File: config.mk
export PLATFORM = sky130hd
export DESIGN_NAME = phase_sequence_timer
export DESIGN_NICKNAME = d
export VERILOG_FILES = /design/src/rtl/phase_sequence_timer.sv
export SDC_FILE = /design/constraint.sdc
export NUM_CORES = 1
export LEC_CHECK = 0
export CAP_MARGIN = 30
export CELL_PAD_IN_SITES_DETAIL_PLACEMENT = 0
export CELL_PAD_IN_SITES_GLOBAL_PLACEMENT = 1
export CORE_AREA = 2 2 110 112
export CTS_CLUSTER_DIAMETER = 120
export CTS_CLUSTER_SIZE = 40
export DETAILED_ROUTE_END_ITERATION = 8
export DIE_AREA = 0 0 112 114
export PLACE_DENSITY = 0.78
export SLEW_MARGIN = 20
export SYNTH_ARGS = -nofsm -noshare
export SYNTH_HDL_FRONTEND = slang
export SYNTH_SLANG_ARGS = --single-unit
File: constraint.sdc
create_clock -name clk -period 7.35 [get_ports clk]
set_clock_uncertainty 0.05 [all_clocks]
set_input_delay 2.205 -clock clk [delete_from_list [all_inputs] [get_ports clk]]
set_output_delay 2.205 -clock clk [all_outputs]
set_load 0.01 [all_outputs]
File: src/rtl/phase_sequence_timer.sv
// phase_sequence_timer: N-phase countdown timer with hold, skip, stop and restart controls.
// Define PHASE_TIMER_PRESCALE_EN to slow the countdown to one decrement per PRESCALE cycles.
module phase_sequence_timer #(
  parameter int CNT_W      = 27,
  parameter int NUM_PHASES = 3,
  parameter int AUTO_WRAP  = 1,
  parameter int PRESCALE   = 50,
  localparam int PH_W      = (NUM_PHASES > 1) ? $clog2(NUM_PHASES) : 1
) (
  input  logic                        clk,
  input  logic                        rst,
  input  logic                        start,
  input  logic                        stop,
  input  logic                        hold,
  input  logic                        skip,
  input  logic [NUM_PHASES*CNT_W-1:0] dur,
  output logic [PH_W-1:0]             phase,
  output logic [CNT_W-1:0]            remaining,
  output logic                        busy,
  output logic                        timeout,
  output logic                        seq_done
);

  typedef enum logic {IDLE, RUN} state_t;

  state_t            state_q, state_d;
  logic [PH_W-1:0]   phase_q, phase_d, phase_nxt;
  logic [CNT_W-1:0]  rem_q, rem_d;
  logic              to_q, to_d, sd_q, sd_d;
  logic              last, tick, terminal;
  logic [CNT_W-1:0]  dur_a [NUM_PHASES];

  for (genvar g = 0; g < NUM_PHASES; g++) begin : g_dur
    assign dur_a[g] = dur[g*CNT_W +: CNT_W];
  end

`ifdef PHASE_TIMER_PRESCALE_EN
  localparam int PS_W = (PRESCALE > 1) ? $clog2(PRESCALE) : 1;
  logic [PS_W-1:0] pre_q;

  assign tick = (pre_q == PS_W'(PRESCALE - 1));

  // Any load or abort restarts the prescale window so each phase gets full ticks.
  always_ff @(posedge clk) begin
    if (rst)                                      pre_q <= '0;
    else if (state_q != RUN || start || stop || skip) pre_q <= '0;
    else if (!hold)                               pre_q <= tick ? '0 : pre_q + 1'b1;
  end
`else
  assign tick = 1'b1;
`endif

  assign last      = (phase_q == PH_W'(NUM_PHASES - 1));
  assign phase_nxt = last ? '0 : phase_q + 1'b1;
  // skip overrides hold and the prescaler.
  assign terminal  = skip || (!hold && tick && (rem_q == '0));

  always_comb begin
    state_d = state_q;
    phase_d = phase_q;
    rem_d   = rem_q;
    to_d    = 1'b0;
    sd_d    = 1'b0;
    case (state_q)
      IDLE: begin
        if (start) begin
          state_d = RUN;
          phase_d = '0;
          rem_d   = dur_a[0];
        end
      end
      RUN: begin
        if (stop) begin
          state_d = IDLE;
          phase_d = '0;
          rem_d   = '0;
        end else if (start) begin
          phase_d = '0;
          rem_d   = dur_a[0];
        end else if (terminal) begin
          to_d = 1'b1;
          if (last) begin
            sd_d    = 1'b1;
            phase_d = '0;
            if (AUTO_WRAP != 0) begin
              rem_d = dur_a[0];
            end else begin
              state_d = IDLE;
              rem_d   = '0;
            end
          end else begin
            phase_d = phase_nxt;
            rem_d   = dur_a[phase_nxt];
          end
        end else if (!hold && tick) begin
          rem_d = rem_q - 1'b1;
        end
      end
      default: state_d = IDLE;
    endcase
  end

  always_ff @(posedge clk) begin
    if (rst) begin
      state_q <= IDLE;
      phase_q <= '0;
      rem_q   <= '0;
      to_q    <= 1'b0;
      sd_q    <= 1'b0;
    end else begin
      state_q <= state_d;
      phase_q <= phase_d;
      rem_q   <= rem_d;
      to_q    <= to_d;
      sd_q    <= sd_d;
    end
  end

  assign phase     = phase_q;
  assign remaining = rem_q;
  assign busy      = (state_q == RUN);
  assign timeout   = to_q;
  assign seq_done  = sd_q;

endmodule

==> results of run 1 <==
[stage by stage]
| step | cells | util, % | hold WS [ns] | total power, mW | cell area [um^2] |
|---|---|---|---|---|---|
| finish | 614 | 37.0 | 0.529 | 0.690 | 4330 |
| global route | 614 | 37.0 | 0.567 | 0.721 | 4330 |
| CTS | 613 | 36.7 | 0.521 | 0.690 | 4300 |
| detailed placement | 605 | 35.3 | 0.514 | 0.445 | 4140 |
| global placement | 604 | 35.2 | 0.511 | 0.441 | 4120 |
| floorplan | 364 | - | 0.500 | 0.331 | 2850 |
[synth_stat cells, types with 9 or more instances]
cell type / number / area, um^2
nand2_1: 21 / 78.8
mux2_2: 9 / 101
o221ai_1: 14 / 123
inv_1: 10 / 37.5
nor4_1: 14 / 87.6
nand4_1: 10 / 62.6
clkbuf_1: 20 / 75.1
dfxtp_1: 32 / 641
nor3_1: 12 / 60.1
a21oi_1: 21 / 105
nor2_1: 26 / 97.6
a2111oi_0: 12 / 105
o21ai_0: 22 / 110
xnor2_1: 15 / 131
mux2i_1: 29 / 290
[routing by layer]
metal / track usage (%) / part of all wire [%] / vias up
met3: 3.61 / 6.3 / 13
li1: - / - / 1636
met5: 0 / 0 / -
met1: 20.5 / 44 / 1636
met2: 29.6 / 48 / 128
met4: 4.80 / 1.1 / 0
[layout make-up]
cell class / instances / area, um^2
Multi-Input combinational cell: 291 / 2040
Clock inverter: 3 / 42.5
Inverter: 11 / 41.3
Fill cell: 1236 / 7380
Sequential cell: 32 / 643
Timing Repair Buffer: 125 / 1250
Tap cell: 147 / 184
Clock buffer: 5 / 125
[cell families after synthesis]
family                   Yosys count  share of synthesized area, %
AO/OA/AOI/OAI                    115                          28.4
XOR/XNOR                          18                          5.54
adder cells (fa/ha/maj)            1                         0.439
AND/OR/NAND/NOR                  119                          23.4
multiplexers                      38                          13.8
buffers and inverters             41                          6.02
flip-flops                        32                          22.5
[critical path: stages]
cell and delay, ns:
clkdlybuf4s50_1 0.85, clkinv_1 0.72, a21oi_1 0.72, a22oi_1 0.14, o32a_1 0.21, o31ai_1 0.06
[flip-flops by register name (all words and copies together) (netlist names)]
name	count
timeout	1
phase	2
seq_done	1
remaining	27
busy	1
[power breakdown]
part / internal (mW) / switching [mW] / leakage [nW] / total [mW]
Sequential: 0.188 / 0.0292 / 0.265 / 0.217
Combinational: 0.120 / 0.107 / 1.04 / 0.227
Clock: 0.159 / 0.0870 / 0.0798 / 0.246
[cells in the final DEF, fill, tap and decap left out, types with 4 or more instances in the layout]
cell             count
clkdlybuf4s50_1    118
dfxtp_1             30
mux2i_1             29
nor2_1              26
o21ai_0             22
nand2_1             21
a21oi_1             21
xnor2_1             15
nor4_1              14
o221ai_1            14
nor3_1              12
a2111oi_0           12
inv_1               10
nand4_1             10
mux2_2               9
nand3_1              7
a311oi_1             6
a22oi_1              6
buf_4                6
nand2b_1             5
clkbuf_16            5
a32oi_1              4
a211oi_1             4
[final timing paths]
check,to,startpoint
max,remaining[12],start
min,remaining[24],remaining[24]
max reg2reg,remaining[12],remaining[0]
min reg2reg,remaining[24],remaining[24]
==> qor.txt, run 1 <==
Sequential element share of the synthesized area - 22.5%
Reg2Reg Depth - 7
Synth Instances - 364
Place WS - 2.33 ns
Skew-Pair Late Insertion Delay - 0.29 ns
Post-route DRC - 0
Final period utilization - 64.9%
Hold Path Class - flop to flop
Post-cts resize count - 0
Vias - 3413
I/O Pins - 119
Status - complete, no violations
Critical path capture point type - flop
DR vias/cell - 5.56
Initial cell density of the core - 24.3%
Max cap viols - 0
Port buffer count - 118
Setup violators final - 0
Mapped Area - 2850 um^2
Pwr dens - 159 nW/um^2
Clock transition at path regs - 0.06 ns
Setup bufs post-CTS - 0
Leak pwr - 1.38 nW
Initial antenna violation count - 0
CTS root buf - clkbuf_16
Num CTS Buffers - 5
Fin. max-slew vios - 0
Ys Warns - 0
Antenna Cells - 0
Hold violation count in the final report - 0
Vias in the first global route - 3426
Critical path fanouts, max - 19
Setup TNS - 0 ns
Slew HR - 36.5%
RSZ-0062 raised after global routing - no
Maximum clock path buffer count - 2
Proportion of layout cells with a drive suffix above 1 - 8.14%
Die Height - 114 um
Core Box Area - 11700 um^2
Die width - 112 um
Syn avg cell area - 7.82 um^2
Routed Antenna Nets - 0
# rows - 40
First-pass GRT wire length - 17300 um
CTS H-tree lvls - 2
Slew @ Worst Pin - 0.952 ns
Number of synthesized flops with an enable pin - 0
Fmax - 0.210 GHz
Clk sinks - 32
CTS tree - done
Critical Path RT - 7.50 ns
DP HPWL - 8050 um
Die ar. - 12800 um^2
Pre-antenna DRT Iters - 4
Tot GR Track Use - 16.7%
Critical path class - input pin to flop
P&R area growth vs syn - 52.1%
Hold Buf Count CTS - 0
Nets - 554
Gpl congestion - 0.832
IR drop worst, VDD - 0.0888 mV
Startpoint Class - input pin
Worst R2R Setup Slack - 4.51 ns
Starting DRT DRC Count - 126
Final min period - 4.77 ns
Netlist cell types - 59
Arr. time, crit path - 4.91 ns
Final WL - 11000 um
Async set-or-reset flop fraction in the synthesized netlist - 0%
Wirelength per Cell - 17.8 um
Grt total ovfl - 0
Main flop type after synthesis - dfxtp_1
Post-Syn Nets - 452
Largest net degree at the start of global routing - 53
Hold Path Depth - 1
Synthesized flop and latch total - 32
Fin worst setup slack - 2.58 ns
Power figures use the tool's default switching activity.
==> run 2: changes to the inputs <==
==> constraint.sdc (replaced) <==
create_clock -name clk -period 4.9 [get_ports clk]
set_clock_uncertainty 0.05 [all_clocks]
set_input_delay 1.47 -clock clk [delete_from_list [all_inputs] [get_ports clk]]
set_output_delay 1.47 -clock clk [all_outputs]
set_load 0.01 [all_outputs]
==> qor.txt, run 2 (synthesis gave the netlist of run 1 again) <==
Gpl congestion - 0.869
GR Layer Usage met3 - 3.93%
Hold Path Class - flop to flop
Num CTS Buffers - 5
Skew-Pair Late Insertion Delay - 0.28 ns
Critical Path RT - 4.99 ns
Final std cell area, no fill - 4340 um^2
Critical path capture point type - flop
M2 GR Usage - 28.4%
Hold Buf Count CTS - 0
Global routing usage on met1 - 22.2%
Vias - 3414
DP HPWL - 8090 um
Worst reg2reg path endpoint - remaining[12]
Critical path fanouts, max - 17
Max cap viols - 0
Proportion of layout cells with a drive suffix above 1 - 8.47%
Largest net degree at the start of global routing - 53
Hold Startpoint - remaining[24]
Clock transition at path regs - 0.06 ns
Fin worst setup slack - 1.46 ns
Hold Path Depth - 1
Starting DRT DRC Count - 179
Critical path class - input pin to flop
Slew HR - 37.1%
Clk sinks - 32
CTS H-tree lvls - 2
Setup TNS - 0 ns
# rows - 40
CTS root buf - clkbuf_16
Startpoint Class - input pin
Worst R2R Setup Slack - 2.06 ns
Tot GR Track Use - 17.1%
GRT Max-Usage Layer - met2
Antenna Cells - 0
Initial cell density of the core - 24.3%
Min-Delay Endpoint - remaining[24]
Die ar. - 12800 um^2
Final WL - 11100 um
Hold violation count in the final report - 0
Utilization of the core after routing - 37.1%
Port buffer count - 118
DR vias/cell - 5.52
P&R area growth vs syn - 52.5%
Slew @ Worst Pin - 0.944 ns
Nets - 559
Maximum clock path buffer count - 2
Reg2Reg Depth - 7
Routed Antenna Nets - 0
Setup violators final - 0
Arr. time, crit path - 3.54 ns
Vias in the first global route - 3430
Commonest non-fill, non-tap cell in the layout - clkdlybuf4s50_1
Max FFs per register - 27
IR drop worst, VDD - 0.106 mV
Dpl cell area - 4170 um^2
CTS tree - done
Pwr dens - 228 nW/um^2
Fin. max-slew vios - 0
Setup bufs post-CTS - 0
Pre-antenna DRT Iters - 5
Final min period - 3.44 ns
Die Height - 114 um
First-pass GRT wire length - 18000 um
Wirelength per Cell - 18.0 um
Leak pwr - 1.40 nW
Core Box Area - 11700 um^2
Commonest non-fill, non-tap cells in the layout - clkdlybuf4s50_1 (118), dfxtp_1 (30), mux2i_1 (29)
Die width - 112 um
Status - complete, no violations
Post-cts resize count - 0
Post-route DRC - 0
Initial antenna violation count - 0
I/O Pins - 119
Worst reg2reg path startpoint - remaining[0]
RSZ-0062 raised after global routing - no
Fmax - 0.290 GHz
Grt total ovfl - 0
Place WS - 1.18 ns
Final period utilization - 70.3%
==> run 2: worst max path at each step <==
stage          startpoint       endpoint  slack, ns  cells past startpoint
4_1_cts          phase[1]       phase[1]       1.38                      1
3_5_place_dp         hold   remaining[7]       1.18                      7
5_1_grt              hold   remaining[0]       1.28                      7
2_1_floorplan       start  remaining[24]       1.65                      6
6_report            start   remaining[6]       1.46                      8
3_3_place_gp        start   remaining[6]       1.19                      8
==> run 2: metal layers <==
layer | share of wire (%) | vias to the layer above
li1 | - | 1645
met1 | 44 | 1599
met2 | 47 | 155
met3 | 7.6 | 15
met4 | 1.8 | 0
met5 | 0 | -
==> run 2: power breakdown <==
| group | leakage [nW] | internal, mW | switching, mW |
|---|---|---|---|
| Combinational | 1.06 | 0.182 | 0.163 |
| Sequential | 0.265 | 0.282 | 0.0440 |
| Clock | 0.0712 | 0.203 | 0.116 |
==> run 2: worst max-delay path: stages <==
cell             delay (ns)
clkdlybuf4s50_1        0.39
buf_4                  0.19
clkinv_1               0.15
buf_4                  0.26
nand2_1                0.14
a21oi_1                0.59
and4_1                 0.29
nor3_1                 0.05
==> run 2: cell type report <==
| cell class | count | area (um^2) |
|---|---|---|
| inverters | 11 | 41.3 |
| fillers | 1255 | 7370 |
| well taps | 147 | 184 |
| multi-input cells | 291 | 2030 |
| clock buffers | 8 | 146 |
| repair buffers | 130 | 1290 |
| flip-flops and latches | 32 | 643 |
==> run 2: per-stage QoR <==
stage | hold slack (ns) | cells | total power, mW
after floorplan | 0.500 | 364 | 0.497
after global placement | 0.511 | 610 | 0.668
after detailed placement | 0.515 | 610 | 0.674
after CTS | 0.520 | 618 | 0.993
after global routing | 0.549 | 619 | 1.04
final | 0.517 | 619 | 0.990
